==> src/rtl/ir_nec_pkg.sv <==
// Shared types and NEC protocol unit constants for the IR transmitter.
package ir_nec_pkg;

  typedef enum logic [2:0] {
    S_IDLE       = 3'd0,
    S_LEAD_MARK  = 3'd1,
    S_LEAD_SPACE = 3'd2,
    S_BIT_MARK   = 3'd3,
    S_BIT_SPACE  = 3'd4,
    S_STOP_MARK  = 3'd5,
    S_GAP        = 3'd6
  } state_t;

  localparam int unsigned LEAD_MARK_U  = 16;
  localparam int unsigned LEAD_SPACE_U = 8;
  localparam int unsigned REP_SPACE_U  = 4;
  localparam int unsigned ONE_SPACE_U  = 3;
  localparam int unsigned BIT_U        = 1;
  localparam int unsigned NEC_BITS     = 32;

  // States in which the LED envelope is on.
  function automatic logic is_mark(state_t s);
    return (s == S_LEAD_MARK) || (s == S_BIT_MARK) || (s == S_STOP_MARK);
  endfunction

endpackage

==> src/rtl/ir_carrier_gen.sv <==
// Carrier divider for the IR LED. carrier_nx is the carrier level that
// applies to the cycle following the current edge, so the caller can register
// it alongside the envelope and keep both outputs aligned.
module ir_carrier_gen #(
  parameter int CARRIER_DIV  = 1316,
  parameter int CARRIER_HIGH = 438
) (
  input  logic clk,
  input  logic rst_n,
  input  logic restart,
  output logic carrier_nx
);

  localparam int CW = (CARRIER_DIV > 1) ? $clog2(CARRIER_DIV) : 1;

  logic [CW-1:0] cnt;
  logic [CW-1:0] cnt_nx;

  // Next count: restart forces phase 0 so each mark opens with a high phase.
  always_comb begin
    cnt_nx = cnt + 1'b1;
    if (restart || (cnt == CW'(CARRIER_DIV - 1))) begin
      cnt_nx = '0;
    end
    carrier_nx = ({{(32-CW){1'b0}}, cnt_nx} < 32'(CARRIER_HIGH));
  end

  // Carrier phase register.
  always_ff @(posedge clk or negedge rst_n) begin
    if (!rst_n) begin
      cnt <= '0;
    end else begin
      cnt <= cnt_nx;
    end
  end

endmodule

==> src/rtl/ir_nec_transmit.sv <==
// NEC infrared transmitter: accepts a 32-bit frame or a repeat request via
// valid/ready and emits the carrier-modulated mark/space train, LSB first.
//
// state        | meaning
// -------------+----------------------------------------------------------
// S_IDLE       | ready, waiting for iVALID
// S_LEAD_MARK  | 16-unit leader mark
// S_LEAD_SPACE | 8-unit leader space (4 units for a repeat code)
// S_BIT_MARK   | 1-unit mark opening each data bit
// S_BIT_SPACE  | 1-unit (bit=0) or 3-unit (bit=1) space closing each bit
// S_STOP_MARK  | 1-unit trailing mark
// S_GAP        | GAP_UNITS of silence before returning to idle
module ir_nec_transmit
  import ir_nec_pkg::*;
#(
  parameter int TICKS_PER_UNIT = 28125,
  parameter int CARRIER_DIV    = 1316,
  parameter int CARRIER_HIGH   = 438,
  parameter int GAP_UNITS      = 72
) (
  input  logic        iCLK,
  input  logic        iRST_n,
  input  logic        iVALID,
  input  logic        iREPEAT,
  input  logic [31:0] iDATA,
  output logic        oREADY,
  output logic        oIRDA,
  output logic        oENVELOPE,
  output logic        oDONE
);

  localparam int TW      = (TICKS_PER_UNIT > 1) ? $clog2(TICKS_PER_UNIT) : 1;
  localparam int DUR_MAX = (GAP_UNITS > int'(LEAD_MARK_U)) ? GAP_UNITS : int'(LEAD_MARK_U);
  localparam int DW      = (DUR_MAX > 1) ? $clog2(DUR_MAX) : 1;

  state_t        state, state_nx;
  logic [TW-1:0] tick, tick_nx;
  logic [DW-1:0] dur, dur_nx, len_m1;
  logic [4:0]    bit_idx, bit_idx_nx;
  logic [31:0]   data_q;
  logic          rep_q;
  logic          accept, unit_end, state_end, done_nx;
  logic          restart, carrier_nx, mark_nx;

  assign oREADY  = (state == S_IDLE);
  assign accept  = oREADY && iVALID;
  assign mark_nx = is_mark(state_nx);
  assign restart = mark_nx && !is_mark(state);

  ir_carrier_gen #(
    .CARRIER_DIV  (CARRIER_DIV),
    .CARRIER_HIGH (CARRIER_HIGH)
  ) u_carrier (
    .clk        (iCLK),
    .rst_n      (iRST_n),
    .restart    (restart),
    .carrier_nx (carrier_nx)
  );

  // Next-state logic: unit timer wraps drive the per-state unit count.
  always_comb begin
    state_nx   = state;
    tick_nx    = tick;
    dur_nx     = dur;
    bit_idx_nx = bit_idx;
    done_nx    = 1'b0;
    len_m1     = '0;

    case (state)
      S_LEAD_MARK:  len_m1 = DW'(LEAD_MARK_U - 1);
      S_LEAD_SPACE: len_m1 = rep_q ? DW'(REP_SPACE_U - 1) : DW'(LEAD_SPACE_U - 1);
      S_BIT_MARK:   len_m1 = DW'(BIT_U - 1);
      S_BIT_SPACE:  len_m1 = data_q[bit_idx] ? DW'(ONE_SPACE_U - 1) : DW'(BIT_U - 1);
      S_STOP_MARK:  len_m1 = DW'(BIT_U - 1);
      S_GAP:        len_m1 = DW'(GAP_UNITS - 1);
      default:      len_m1 = '0;
    endcase

    unit_end  = (tick == TW'(TICKS_PER_UNIT - 1));
    state_end = unit_end && (dur == len_m1);

    if (state == S_IDLE) begin
      tick_nx    = '0;
      dur_nx     = '0;
      bit_idx_nx = '0;
      if (accept) begin
        state_nx = S_LEAD_MARK;
      end
    end else begin
      tick_nx = unit_end ? '0 : tick + 1'b1;
      if (unit_end) begin
        dur_nx = state_end ? '0 : dur + 1'b1;
      end
      if (state_end) begin
        case (state)
          S_LEAD_MARK:  state_nx = S_LEAD_SPACE;
          S_LEAD_SPACE: state_nx = rep_q ? S_STOP_MARK : S_BIT_MARK;
          S_BIT_MARK:   state_nx = S_BIT_SPACE;
          S_BIT_SPACE: begin
            if (bit_idx == 5'(NEC_BITS - 1)) begin
              state_nx = S_STOP_MARK;
            end else begin
              bit_idx_nx = bit_idx + 1'b1;
              state_nx   = S_BIT_MARK;
            end
          end
          S_STOP_MARK:  state_nx = S_GAP;
          S_GAP: begin
            state_nx = S_IDLE;
            done_nx  = 1'b1;
          end
          default:      state_nx = S_IDLE;
        endcase
      end
    end
  end

  // State, counters and the frame latched at the handshake.
  always_ff @(posedge iCLK or negedge iRST_n) begin
    if (!iRST_n) begin
      state   <= S_IDLE;
      tick    <= '0;
      dur     <= '0;
      bit_idx <= '0;
      data_q  <= '0;
      rep_q   <= 1'b0;
    end else begin
      state   <= state_nx;
      tick    <= tick_nx;
      dur     <= dur_nx;
      bit_idx <= bit_idx_nx;
      if (accept) begin
        data_q <= iDATA;
        rep_q  <= iREPEAT;
      end
    end
  end

  // Registered outputs, computed from the next state so they line up with it.
  always_ff @(posedge iCLK or negedge iRST_n) begin
    if (!iRST_n) begin
      oENVELOPE <= 1'b0;
      oIRDA     <= 1'b0;
      oDONE     <= 1'b0;
    end else begin
      oENVELOPE <= mark_nx;
      oIRDA     <= mark_nx && carrier_nx;
      oDONE     <= done_nx;
    end
  end

endmodule

==> config.mk <==
export PLATFORM = sky130hd
export DESIGN_NAME = ir_nec_transmit
export DESIGN_NICKNAME = d
export VERILOG_FILES = /design/src/rtl/ir_nec_pkg.sv /design/src/rtl/ir_carrier_gen.sv /design/src/rtl/ir_nec_transmit.sv
export SDC_FILE = /design/constraint.sdc
export NUM_CORES = 1
export LEC_CHECK = 0
export BUFFER_PORTS_ARGS = -buffer_cell sky130_fd_sc_hd__buf_4
export CAP_MARGIN = 20
export CORE_UTILIZATION = 30
export CTS_CLUSTER_DIAMETER = 80
export CTS_CLUSTER_SIZE = 30
export DETAILED_ROUTE_END_ITERATION = 6
export SLEW_MARGIN = 25
export SYNTH_ARGS = -nofsm -noshare
export SYNTH_HDL_FRONTEND = slang
export SYNTH_SLANG_ARGS = --single-unit
==> constraint.sdc <==
create_clock -name iCLK -period 2.4 [get_ports iCLK]
set_input_delay 0.48 -clock iCLK [delete_from_list [all_inputs] [get_ports iCLK]]
set_output_delay 0.48 -clock iCLK [all_outputs]
set_load 0.1 [all_outputs]
==> metrics.txt <==
# TYPE chip_impl_metric gauge
chip_impl_info{name="status",value="finished, violations left"} 1
chip_impl_info{name="violations",value="setup timing"} 1
chip_impl_info{name="grt_setup_unrepaired",value="yes"} 1
chip_impl_info{name="critPathLaunch",value="tick[0]"} 1
chip_impl_metric{name="placementRows",unit=""} 41
chip_impl_metric{name="report.final.setup_viol",unit=""} 18
chip_impl_metric{name="worstPathRequired",unit="ns"} 2.63
chip_impl_metric{name="largest_net_degree_at_the_start_of_global_routing",unit=""} 44
chip_impl_metric{name="place.port_buffers",unit=""} 39
chip_impl_metric{name="drt_iter0_markers",unit=""} 186
chip_impl_info{name="cts_tree",value="done"} 1
chip_impl_metric{name="synthesis.area_per_instance",unit="sq um"} 10.8
chip_impl_metric{name="max-vdd-ir-drop",unit="uV"} 336
chip_impl_metric{name="report.final.slew_viol_count",unit=""} 0
chip_impl_metric{name="first_global_vias",unit=""} 3348
chip_impl_metric{name="worst-path-max-fanout",unit=""} 5
chip_impl_metric{name="transition_time_at_the_pin_with_the_least_slew_margin",unit="ns"} 0.580
chip_impl_metric{name="antenna_cells",unit=""} 0
chip_impl_metric{name="critical_path_arrival",unit="ns"} 2.78
chip_impl_metric{name="wl",unit="microns"} 9340
chip_impl_metric{name="tns",unit="ns"} -1.75
chip_impl_metric{name="timing.slew.headroom",unit=""} 0.613
chip_impl_metric{name="layout-drive-gt1-share",unit=""} 0.426
chip_impl_info{name="cts_root_buf",value="clkbuf_16"} 1
chip_impl_metric{name="cts.sinks",unit=""} 77
chip_impl_info{name="critical_path.endpoint_type",value="register"} 1
chip_impl_metric{name="drt_drc",unit=""} 0
chip_impl_metric{name="post_synthesis_net_count",unit=""} 416
chip_impl_info{name="holdCritPathClass",value="primary input to asynchronous set/reset pin"} 1
chip_impl_metric{name="post_route_setup_slack",unit="ns"} -0.143
chip_impl_metric{name="drt-pass1-iter-count",unit=""} 4
chip_impl_metric{name="fin_skew",unit="ns"} 0.00803
chip_impl_metric{name="power",unit="mW"} 2.74
chip_impl_metric{name="power.static_leakage",unit="nW"} 2.46
chip_impl_metric{name="seq_area",unit="sq mm"} 0.00193
chip_impl_metric{name="grt_first_pass_wirelength",unit="microns"} 16000
chip_impl_metric{name="min_period_over_period",unit=""} 1.06
chip_impl_metric{name="worst_skew_pair.late_latency",unit="ns"} 0.34
chip_impl_metric{name="power.density_cell_area",unit="mW/mm^2"} 493
chip_impl_metric{name="yosysSeqAreaShare",unit=""} 0.479
chip_impl_info{name="path_class",value="register to register"} 1
chip_impl_metric{name="floorplan.initialDensity",unit=""} 0.314
chip_impl_metric{name="area_of_the_core",unit="sq mm"} 0.0128
chip_impl_info{name="worstSetupStartpointType",value="register"} 1
chip_impl_metric{name="synth.yosys.warnings",unit=""} 0
chip_impl_metric{name="die_h",unit="microns"} 118
chip_impl_metric{name="routed_wire_length_per_instance",unit="microns"} 14.2
chip_impl_metric{name="maxcap_violations",unit=""} 0
chip_impl_metric{name="clk_transition_reported_paths",unit="ns"} 0.06
chip_impl_metric{name="io_pins",unit=""} 40
chip_impl_metric{name="antenna_left",unit=""} 0
chip_impl_metric{name="synthCells",unit=""} 374
chip_impl_metric{name="fillers",unit=""} 1216
chip_impl_info{name="synth_ff_type",value="dfrtp_1"} 1
chip_impl_metric{name="async_flop_share",unit=""} 1.00
chip_impl_metric{name="viasPerCell",unit=""} 4.93
chip_impl_metric{name="width_of_the_die",unit="microns"} 118
chip_impl_metric{name="initial_antenna_violation_count",unit=""} 0
chip_impl_metric{name="cts-buffers-inserted",unit=""} 9
chip_impl_metric{name="ys_types",unit=""} 58
chip_impl_metric{name="cts-root-to-sink-buffers",unit=""} 2
chip_impl_metric{name="ys_ff_latch",unit=""} 77
chip_impl_metric{name="timing.fmax",unit="MHz"} 393
chip_impl_metric{name="die-area",unit="sq mm"} 0.0139
chip_impl_metric{name="global_route.overflow_total",unit=""} 0
chip_impl_metric{name="place_congestion",unit=""} 0.801
chip_impl_metric{name="mappedNetlistArea",unit="sq mm"} 0.00403
chip_impl_metric{name="grtUsageTotal",unit=""} 0.143
chip_impl_metric{name="finalHoldViolCount",unit=""} 0
chip_impl_info{name="critical_path.reg2reg.startpoint",value="tick[0]"} 1
chip_impl_metric{name="via_total_after_detailed_routing",unit=""} 3237
chip_impl_metric{name="nNetsFinal",unit=""} 521
chip_impl_metric{name="cts_htree_levels",unit=""} 3
chip_impl_metric{name="dp.final_hpwl",unit="microns"} 6310
chip_impl_metric{name="final_period_minus_worst_setup_slack",unit="ns"} 2.54
chip_impl_metric{name="multi_input_comb_area",unit="sq mm"} 0.00217
chip_impl_metric{name="post_cts_hold_buffer_count",unit=""} 0
chip_impl_metric{name="synth-edff-count",unit=""} 0
chip_impl_metric{name="area_growth_syn_to_layout",unit="%"} 38.2
## power by group
part,internal (mW),switching [mW]
clock network,0.833,0.533
registers,1.30,0
logic,0.0405,0.0364
total,2.17,0.570
## sequential cells by signal, summed over array words and instances, names as in the netlist
name	flops
bit_idx	5
state	3
dur	7
u_carrier.cnt	11
oIRDA	1
oDONE	1
data_q	32
oENVELOPE	1
rep_q	1
tick	15
## per-layer routing
metal / global-route usage / up-vias / part of all wire
met2: 0.232 / 74 / 0.48
met3: 0.0426 / 18 / 0.047
li1: - / 1560 / -
met5: 0 / - / 0
met1: 0.181 / 1585 / 0.45
met4: 0.0497 / 0 / 0.017
## through the flow
step	utilization	hold WS [ns]	std cells	cell area, sq um	worst slack (ns)
global route	0.434	0.188	656	5560	-0.235
detailed placement	0.382	0.496	622	4900	-0.246
floorplan	-	0.184	374	4030	0.00670
CTS	0.420	0.163	650	5380	-0.116
global placement	0.382	0.488	622	4900	-0.196
finish	0.434	0.141	656	5560	-0.143
## synth_stat cells, types with 2 or more instances
library cell | instances | area, sq um
inv_1 | 10 | 37.5
nand3_1 | 16 | 80.1
mux4_2 | 2 | 45.0
o2111ai_1 | 2 | 17.5
nor3_1 | 9 | 45.0
or2_2 | 2 | 12.5
a41o_1 | 2 | 20.0
nor4b_1 | 2 | 17.5
nand2b_1 | 2 | 12.5
xor2_1 | 16 | 140
nand4bb_1 | 2 | 22.5
or3_1 | 3 | 18.8
o21ai_0 | 7 | 35.0
o31ai_1 | 4 | 30.0
mux2i_1 | 15 | 150
buf_6 | 2 | 22.5
a21o_1 | 4 | 30.0
and4_1 | 4 | 35.0
nand3b_1 | 3 | 22.5
a21oi_1 | 16 | 80.1
mux2_2 | 33 | 372
and3_1 | 6 | 37.5
ha_1 | 6 | 75.1
nor2_1 | 35 | 131
nor4_1 | 3 | 18.8
or4_1 | 2 | 15.0
clkbuf_1 | 9 | 33.8
nor2b_1 | 3 | 18.8
buf_2 | 3 | 15.0
nand2_1 | 26 | 97.6
a22oi_1 | 2 | 15.0
dfrtp_1 | 77 | 1930
xnor2_1 | 12 | 105
o211ai_1 | 2 | 15.0
o31a_1 | 2 | 17.5
o21ai_1 | 2 | 10.0
nand4_1 | 7 | 43.8
## cells in the final DEF (no fill, tap or decap), types with 7 or more instances in the layout
| master | n |
|---|---|
| mux2i_1 | 12 |
| nand3_1 | 15 |
| buf_4 | 99 |
| xnor2_1 | 12 |
| clkbuf_16 | 9 |
| inv_1 | 8 |
| a21oi_1 | 12 |
| dfrtp_1 | 72 |
| nand2_1 | 24 |
| mux2_2 | 33 |
| nor3_1 | 8 |
| nand4_1 | 7 |
| xor2_1 | 16 |
| nor2_1 | 33 |
## area by class of cell
type / count / area share
clock buffers: 11 / 0.0436
multi-input cells: 271 / 0.389
clock inverters: 5 / 0.0108
flip-flops and latches: 77 / 0.347
repair buffers: 109 / 0.162
well taps: 172 / 0.0387
inverters: 11 / 0.00832
## final timing paths
path,slack (ns),depth (start not counted),endpoint
worst max register to register,-0.14,12,bit_idx[4]
min in group iCLK,0.37,2,data_q[15]
worst min-delay path,0.14,1,tick[7]
worst min register to register,0.51,1,data_q[23]
max in group asynchronous,1.69,2,bit_idx[1]
worst max-delay path,-0.14,12,bit_idx[4]
## critical path: stages, from the launching register on
cell and delay (ns):
dfrtp_1 0.39, inv_2 0.06, ha_1 0.13, nand4b_1 0.20, nor4_2 0.26, nand2_1 0.15, a2111oi_4 0.35, nand4_1 0.21
buf_4 0.19, a21boi_2 0.13, buf_6 0.13, mux2i_1 0.18, nor2_1 0.05
## repair_timing
action                                  in CTS  in global routing
pin swaps                                   11                 22
endpoints found under the setup margin      29                 29
buffers inserted                            13                  7
resized for setup                           22                 31
## cell families (layout without fill, tap and decap cells)
group / Yosys count / count (layout) / share of synthesized area
AND/OR/NAND/NOR: 131 / 131 / 0.170
flip-flops: 77 / 77 / 0.479
XOR/XNOR: 28 / 28 / 0.0609
AO/OA/AOI/OAI: 56 / 56 / 0.101
multiplexers: 50 / 50 / 0.141
buffers and inverters: 26 / 136 / 0.0298
adder cells (fa/ha/maj): 6 / 6 / 0.0187
Note: power is estimated with default switching activity, not from simulation.
